### src/rtl/bus_txn_pkg.sv
// bus_txn_pkg: transaction record and bus widths shared by the viewer blocks.
package bus_txn_pkg;
    localparam int ADDR_W = 16;
    localparam int DATA_W = 16;

    typedef struct packed {
        logic              rw;
        logic [ADDR_W-1:0] addr;
        logic [DATA_W-1:0] data;
    } txn_t;
endpackage

### src/rtl/debouncer.sv
// debouncer: 2-flop synchronizer, stable-level counter and registered rising-edge pulse.
module debouncer #(
    parameter int CYCLES = 1_000_000
) (
    input  logic clk,
    input  logic rst_n,
    input  logic in,
    output logic level,
    output logic rise
);
    localparam int CW = $clog2(CYCLES + 1);

    logic [1:0]    sync_q;
    logic [CW-1:0] cnt_q, cnt_d;
    logic          level_q, level_d, prev_q, rise_q;
    logic          differ, done;

    // The level flips on the CYCLES-th consecutive disagreeing sample.
    assign differ = sync_q[1] != level_q;
    assign done   = differ && cnt_q == CW'(CYCLES - 1);

    always_comb begin
        cnt_d   = (differ && !done) ? cnt_q + 1'b1 : '0;
        level_d = done ? ~level_q : level_q;
    end

    always_ff @(posedge clk or negedge rst_n) begin
        if (!rst_n) begin
            sync_q  <= '0;
            cnt_q   <= '0;
            level_q <= 1'b0;
            prev_q  <= 1'b0;
            rise_q  <= 1'b0;
        end else begin
            sync_q  <= {sync_q[0], in};
            cnt_q   <= cnt_d;
            level_q <= level_d;
            prev_q  <= level_q;
            rise_q  <= level_q & ~prev_q;
        end
    end

    assign level = level_q;
    assign rise  = rise_q;
endmodule

### src/rtl/bus_txn_viewer.sv
// bus_txn_viewer: history FIFO of bus-tap transactions, stepped onto the display by a debounced button.
module bus_txn_viewer
    import bus_txn_pkg::*;
#(
    parameter int DEPTH           = 8,
    parameter int DEBOUNCE_CYCLES = 1_000_000
) (
    input  logic                     clk,
    input  logic                     rst_n,
    input  logic                     bus_valid,
    input  logic [ADDR_W-1:0]        bus_addr,
    input  logic [DATA_W-1:0]        bus_data,
    input  logic                     bus_rw,
    input  logic                     btn,
    output logic [ADDR_W+DATA_W-1:0] disp_val,
    output logic                     disp_rw,
    output logic [$clog2(DEPTH):0]   count,
    output logic                     overflow
);
    localparam int PW = $clog2(DEPTH);

    txn_t          mem [DEPTH];
    txn_t          disp_q, disp_d, wr_txn;
    logic [PW-1:0] wr_ptr_q, wr_ptr_d, rd_ptr_q, rd_ptr_d;
    logic [PW:0]   count_q, count_d;
    logic          ovf_q, ovf_d;
    logic          press, full, pop, overwrite, level_unused;

    debouncer #(.CYCLES(DEBOUNCE_CYCLES)) u_debouncer (
        .clk   (clk),
        .rst_n (rst_n),
        .in    (btn),
        .level (level_unused),
        .rise  (press)
    );

    // A pop in the same cycle frees the slot, so only an unmatched push into a full FIFO overwrites.
    always_comb begin
        full      = count_q == (PW + 1)'(DEPTH);
        pop       = press && count_q != '0;
        overwrite = bus_valid && full && !pop;
        wr_txn    = '{rw: bus_rw, addr: bus_addr, data: bus_data};
        wr_ptr_d  = bus_valid ? wr_ptr_q + 1'b1 : wr_ptr_q;
        rd_ptr_d  = (pop || overwrite) ? rd_ptr_q + 1'b1 : rd_ptr_q;
        count_d   = (bus_valid && !pop && !full) ? count_q + 1'b1 :
                    (pop && !bus_valid) ? count_q - 1'b1 : count_q;
        ovf_d     = ovf_q || overwrite;
        disp_d    = pop ? mem[rd_ptr_q] : disp_q;
    end

    always_ff @(posedge clk) begin
        if (bus_valid) mem[wr_ptr_q] <= wr_txn;
    end

    always_ff @(posedge clk or negedge rst_n) begin
        if (!rst_n) begin
            disp_q   <= '0;
            wr_ptr_q <= '0;
            rd_ptr_q <= '0;
            count_q  <= '0;
            ovf_q    <= 1'b0;
        end else begin
            disp_q   <= disp_d;
            wr_ptr_q <= wr_ptr_d;
            rd_ptr_q <= rd_ptr_d;
            count_q  <= count_d;
            ovf_q    <= ovf_d;
        end
    end

    assign disp_val = {disp_q.addr, disp_q.data};
    assign disp_rw  = disp_q.rw;
    assign count    = count_q;
    assign overflow = ovf_q;
endmodule
### config.mk
export PLATFORM = sky130hd
export DESIGN_NAME = bus_txn_viewer
export DESIGN_NICKNAME = d
export VERILOG_FILES = /design/src/rtl/bus_txn_pkg.sv /design/src/rtl/debouncer.sv /design/src/rtl/bus_txn_viewer.sv
export SDC_FILE = /design/constraint.sdc
export NUM_CORES = 1
export LEC_CHECK = 0
export ABC_AREA = 0
export CORE_ASPECT_RATIO = 2
export CORE_MARGIN = 1.5
export CORE_UTILIZATION = 47
export CTS_CLUSTER_SIZE = 12
export DETAILED_ROUTE_END_ITERATION = 16
export HOLD_SLACK_MARGIN = 0.06
export PLACE_DENSITY = 0.76
export SLEW_MARGIN = 0
export SYNTH_ARGS = -nofsm -noshare
export SYNTH_HDL_FRONTEND = slang
export SYNTH_SLANG_ARGS = --single-unit
### constraint.sdc
create_clock -name clk -period 3.4 [get_ports clk]
set_clock_uncertainty 0.2 [all_clocks]
set_input_delay 0.51 -clock clk [delete_from_list [all_inputs] [get_ports clk]]
set_output_delay 0.51 -clock clk [all_outputs]
set_load 0.005 [all_outputs]
==> results.py, run 1 <==
metrics = {
    "detailed_routing": {
        "post_drt_wl_per_cell_um": 21.29,
        "via_per_inst": 5.544,
        "drtIter0Drc": 351,
        "num_vias": 6365,
        "drt_wl_total_mm": 24.45,
        "dr.pass1.iters": 4,
        "drc": 0,
        "ant_nets": 0,
    },
    "sta": {
        "fmax_ghz": 0.3429,
        "rsz0062_at_grt": "false",
        "setup_ws_ps": 483.8,
        "setup_violations": 0,
        "post-route-min-period_ps": 2916,
        "slew_headroom_pct": 34.59,
        "worst_pin_slew_ps": 981.2,
        "fin_crit_sh_pct": 85.77,
        "tns_ps": 0,
        "finalHoldViolations": 0,
        "slew_viol_final": 0,
    },
    "clock_tree": {
        "cts-buffers-inserted": 34,
        "clk_pin_slew_worst_paths_ps": 60,
        "cts_max_level": 2,
        "postCtsHoldBufs": 1,
        "clockBufferDepth": 3,
        "ctsResizeCount": 0,
        "clockRootBuffer": "clkbuf_16",
        "cts_tree": "built",
        "cts.sinks": 333,
        "postCtsSetupBuffers": 0,
        "clock_latency_ps": 500,
    },
    "global_route": {
        "grt_overflow": 0,
        "antenna_found_initial": 0,
        "grt_pass1_wl_mm": 38.54,
        "grt_use_total_pct": 18.02,
        "grt_max_degree": 70,
        "grt_pass1_vias": 6821,
    },
    "synthesis": {
        "yosys_warnings": 0,
        "synthCells": 667,
        "synth_edf_count": 264,
        "synth_nets": 710,
        "synth_seq_cells": 333,
        "yosysSeqAreaShare_pct": 75.57,
        "synthSimpleGateAreaFrac_pct": 4.133,
        "synth.avg_cell_area_um2": 19.15,
        "synth_top_family_by_area": "multiplexers",
        "synth.area.mux_share_pct": 14.83,
        "synth_fa_ha_area_share_pct": 0.6464,
        "synth_cell_type_count": 40,
        "synthXorXnorAreaFrac_pct": 1.303,
        "ys_dominant_reg_cell": "edfxtp_1",
        "syn_area_um2": 12780,
        "async_flop_share_pct": 20.72,
        "synth_compound_area_share_pct": 2.390,
    },
    "finish": {
        "fin_nets": 817,
        "final_cell_mix": "edfxtp_1, clkdlybuf4s50_1, mux4_2, dfrtp_1, nand2_1",
        "final_layout_size_suffix_gt1_share_pct": 19.75,
        "diodes": 0,
        "final_area_um2": 15180,
        "area_delta_synth_final_pct": 18.78,
        "final_common_cell": "edfxtp_1",
    },
    "die": {
        "die_h_um": 236.2,
        "core_region_area_um2": 26800,
        "fp-row-count": 85,
        "start_util_pct": 47.67,
        "die_w_um": 119.6,
        "die_area_um2": 28240,
        "io_pins": 75,
    },
    "place": {
        "place_ws_ps": 511.8,
        "dpl_cell_area_um2": 14140,
        "hpwl_mm": 15.15,
        "place_congestion": 0.7905,
        "io_buffer_count": 74,
    },
    "setup_path": {
        "critPathMaxFanout": 7,
        "worstSetupPathType": "reg -> reg",
        "worstPathRequired_ps": 3610,
        "start_kind": "register",
        "rrSetupSlack_ps": 480,
        "endpoint_kind": "register",
        "worst_ep_arrival_time_ps": 3130,
    },
    "pwr": {
        "max-vdd-ir-drop_mv": 0.4796,
        "leakage_nw": 5.116,
        "power_density_nw_per_um2": 738.0,
    },
    "hold_path": {
        "hp-class": "reg -> reg",
    },
    "job": {
        "max_cap_viol_count": 0,
    },
    "status": {
        "status": "finished clean",
    },
}
-- per-stage QoR --
step                      utilization (%)  total power (W)  hold WS (ps)  std cells
after floorplan                         -         0.006998         14.41        667
after global placement              52.76         0.007837         149.2       1085
after detailed placement            52.76         0.007900         151.5       1085
after CTS                           56.62          0.01135         173.3       1148
after global routing                56.62          0.01167         180.2       1148
final                               56.62          0.01120         165.7       1148
-- metal layers --
layer  part of all wire (%)  vias up  global-route usage (%)
li1                       -     2842                       -
met1                     37     3313                   20.28
met2                     57      157                   33.98
met3                    3.3       53                   2.442
met4                    3.1        0                   7.035
met5                      0        -                       0
-- critical path, stage by stage, from the launching register on --
cell and delay, ps:
dfrtp_1 470, or3_1 490, o211ai_1 390, ha_1 310, a21o_1 180, a21oi_1 280
mux2_2 370, o22ai_1 140
-- synthesized netlist by cell type (all sizes together), types with 4 or more instances --
| cell type | n | area share [%] |
|---|---|---|
| edfxtp | 264 | 62 |
| buf | 13 | 0.46 |
| mux2 | 6 | 0.53 |
| nor3 | 7 | 0.27 |
| nand4 | 5 | 0.24 |
| mux2i | 34 | 2.7 |
| or3 | 4 | 0.22 |
| o21ai | 39 | 1.5 |
| dfrtp | 69 | 14 |
| xnor2 | 12 | 0.82 |
| mux4 | 66 | 12 |
| xor2 | 7 | 0.48 |
| nand3 | 7 | 0.35 |
| a21oi | 7 | 0.27 |
| clkbuf | 17 | 0.50 |
| nor2 | 24 | 0.71 |
| ha | 5 | 0.49 |
| nand2 | 46 | 1.4 |
| inv | 6 | 0.18 |
-- cell families after synthesis --
kind of cell,after synthesis
multiplexers,106
AND/OR/NAND/NOR,111
adder cells (fa/ha/maj),6
buffers and inverters,36
flip-flops,333
AO/OA/AOI/OAI,56
XOR/XNOR,19
-- worst paths after layout --
check,from,end,depth (start not counted)
setup / recovery,count[0]$_DFFE_PN0P_,count[3]$_DFFE_PN0P_,7
hold / removal,u_debouncer.sync_q[0]$_DFF_PN0_,u_debouncer.sync_q[1]$_DFF_PN0_,0
setup reg to reg,count[0]$_DFFE_PN0P_,count[3]$_DFFE_PN0P_,7
hold reg to reg,u_debouncer.sync_q[0]$_DFF_PN0_,u_debouncer.sync_q[1]$_DFF_PN0_,0
max in group asynchronous,rst_n,rd_ptr_q[1]$_DFFE_PN0P_,2
min in group asynchronous,rst_n,disp_val[26]$_DFFE_PN0P_,2
-- layout make-up --
cell class,instances,area (um2)
tap,348,435.4
timing repair buffer,101,968.4
inverter,6,22.52
clock buffer,59,1008
sequential,333,9663
fill,1988,11620
multi-input combinational,298,3060
clock inverter,3,17.52
-- flip-flops by register name (all words and copies together) (netlist names) --
register and flops:
overflow 1, mem 264, u_debouncer.cnt_q 20, u_debouncer.prev_q 1, disp_val 32, u_debouncer.sync_q 2
wr_ptr_q 3, u_debouncer.rise 1, u_debouncer.level 1, rd_ptr_q 3, count 4, disp_rw 1
-- where the power goes --
part           internal [W]  leakage (nW)  switching (W)
sequential          0.00497          3.33       0.000431
combinational       0.00127          1.30        0.00109
clock               0.00201         0.490        0.00143
total               0.00825          5.12        0.00295
No activity file was read; power rests on OpenSTA's default activity.
==> run 2: changes to the inputs <==
--- a/config.mk
+++ b/config.mk
@@ -6,6 +6,7 @@
 export NUM_CORES = 1
 export LEC_CHECK = 0
 export ABC_AREA = 0
+export CAP_MARGIN = 10
 export CORE_ASPECT_RATIO = 2
 export CORE_MARGIN = 1.5
 export CORE_UTILIZATION = 47
==> results of run 2 <==
The final DEF is identical to that of run 1; final timing and power are the same.
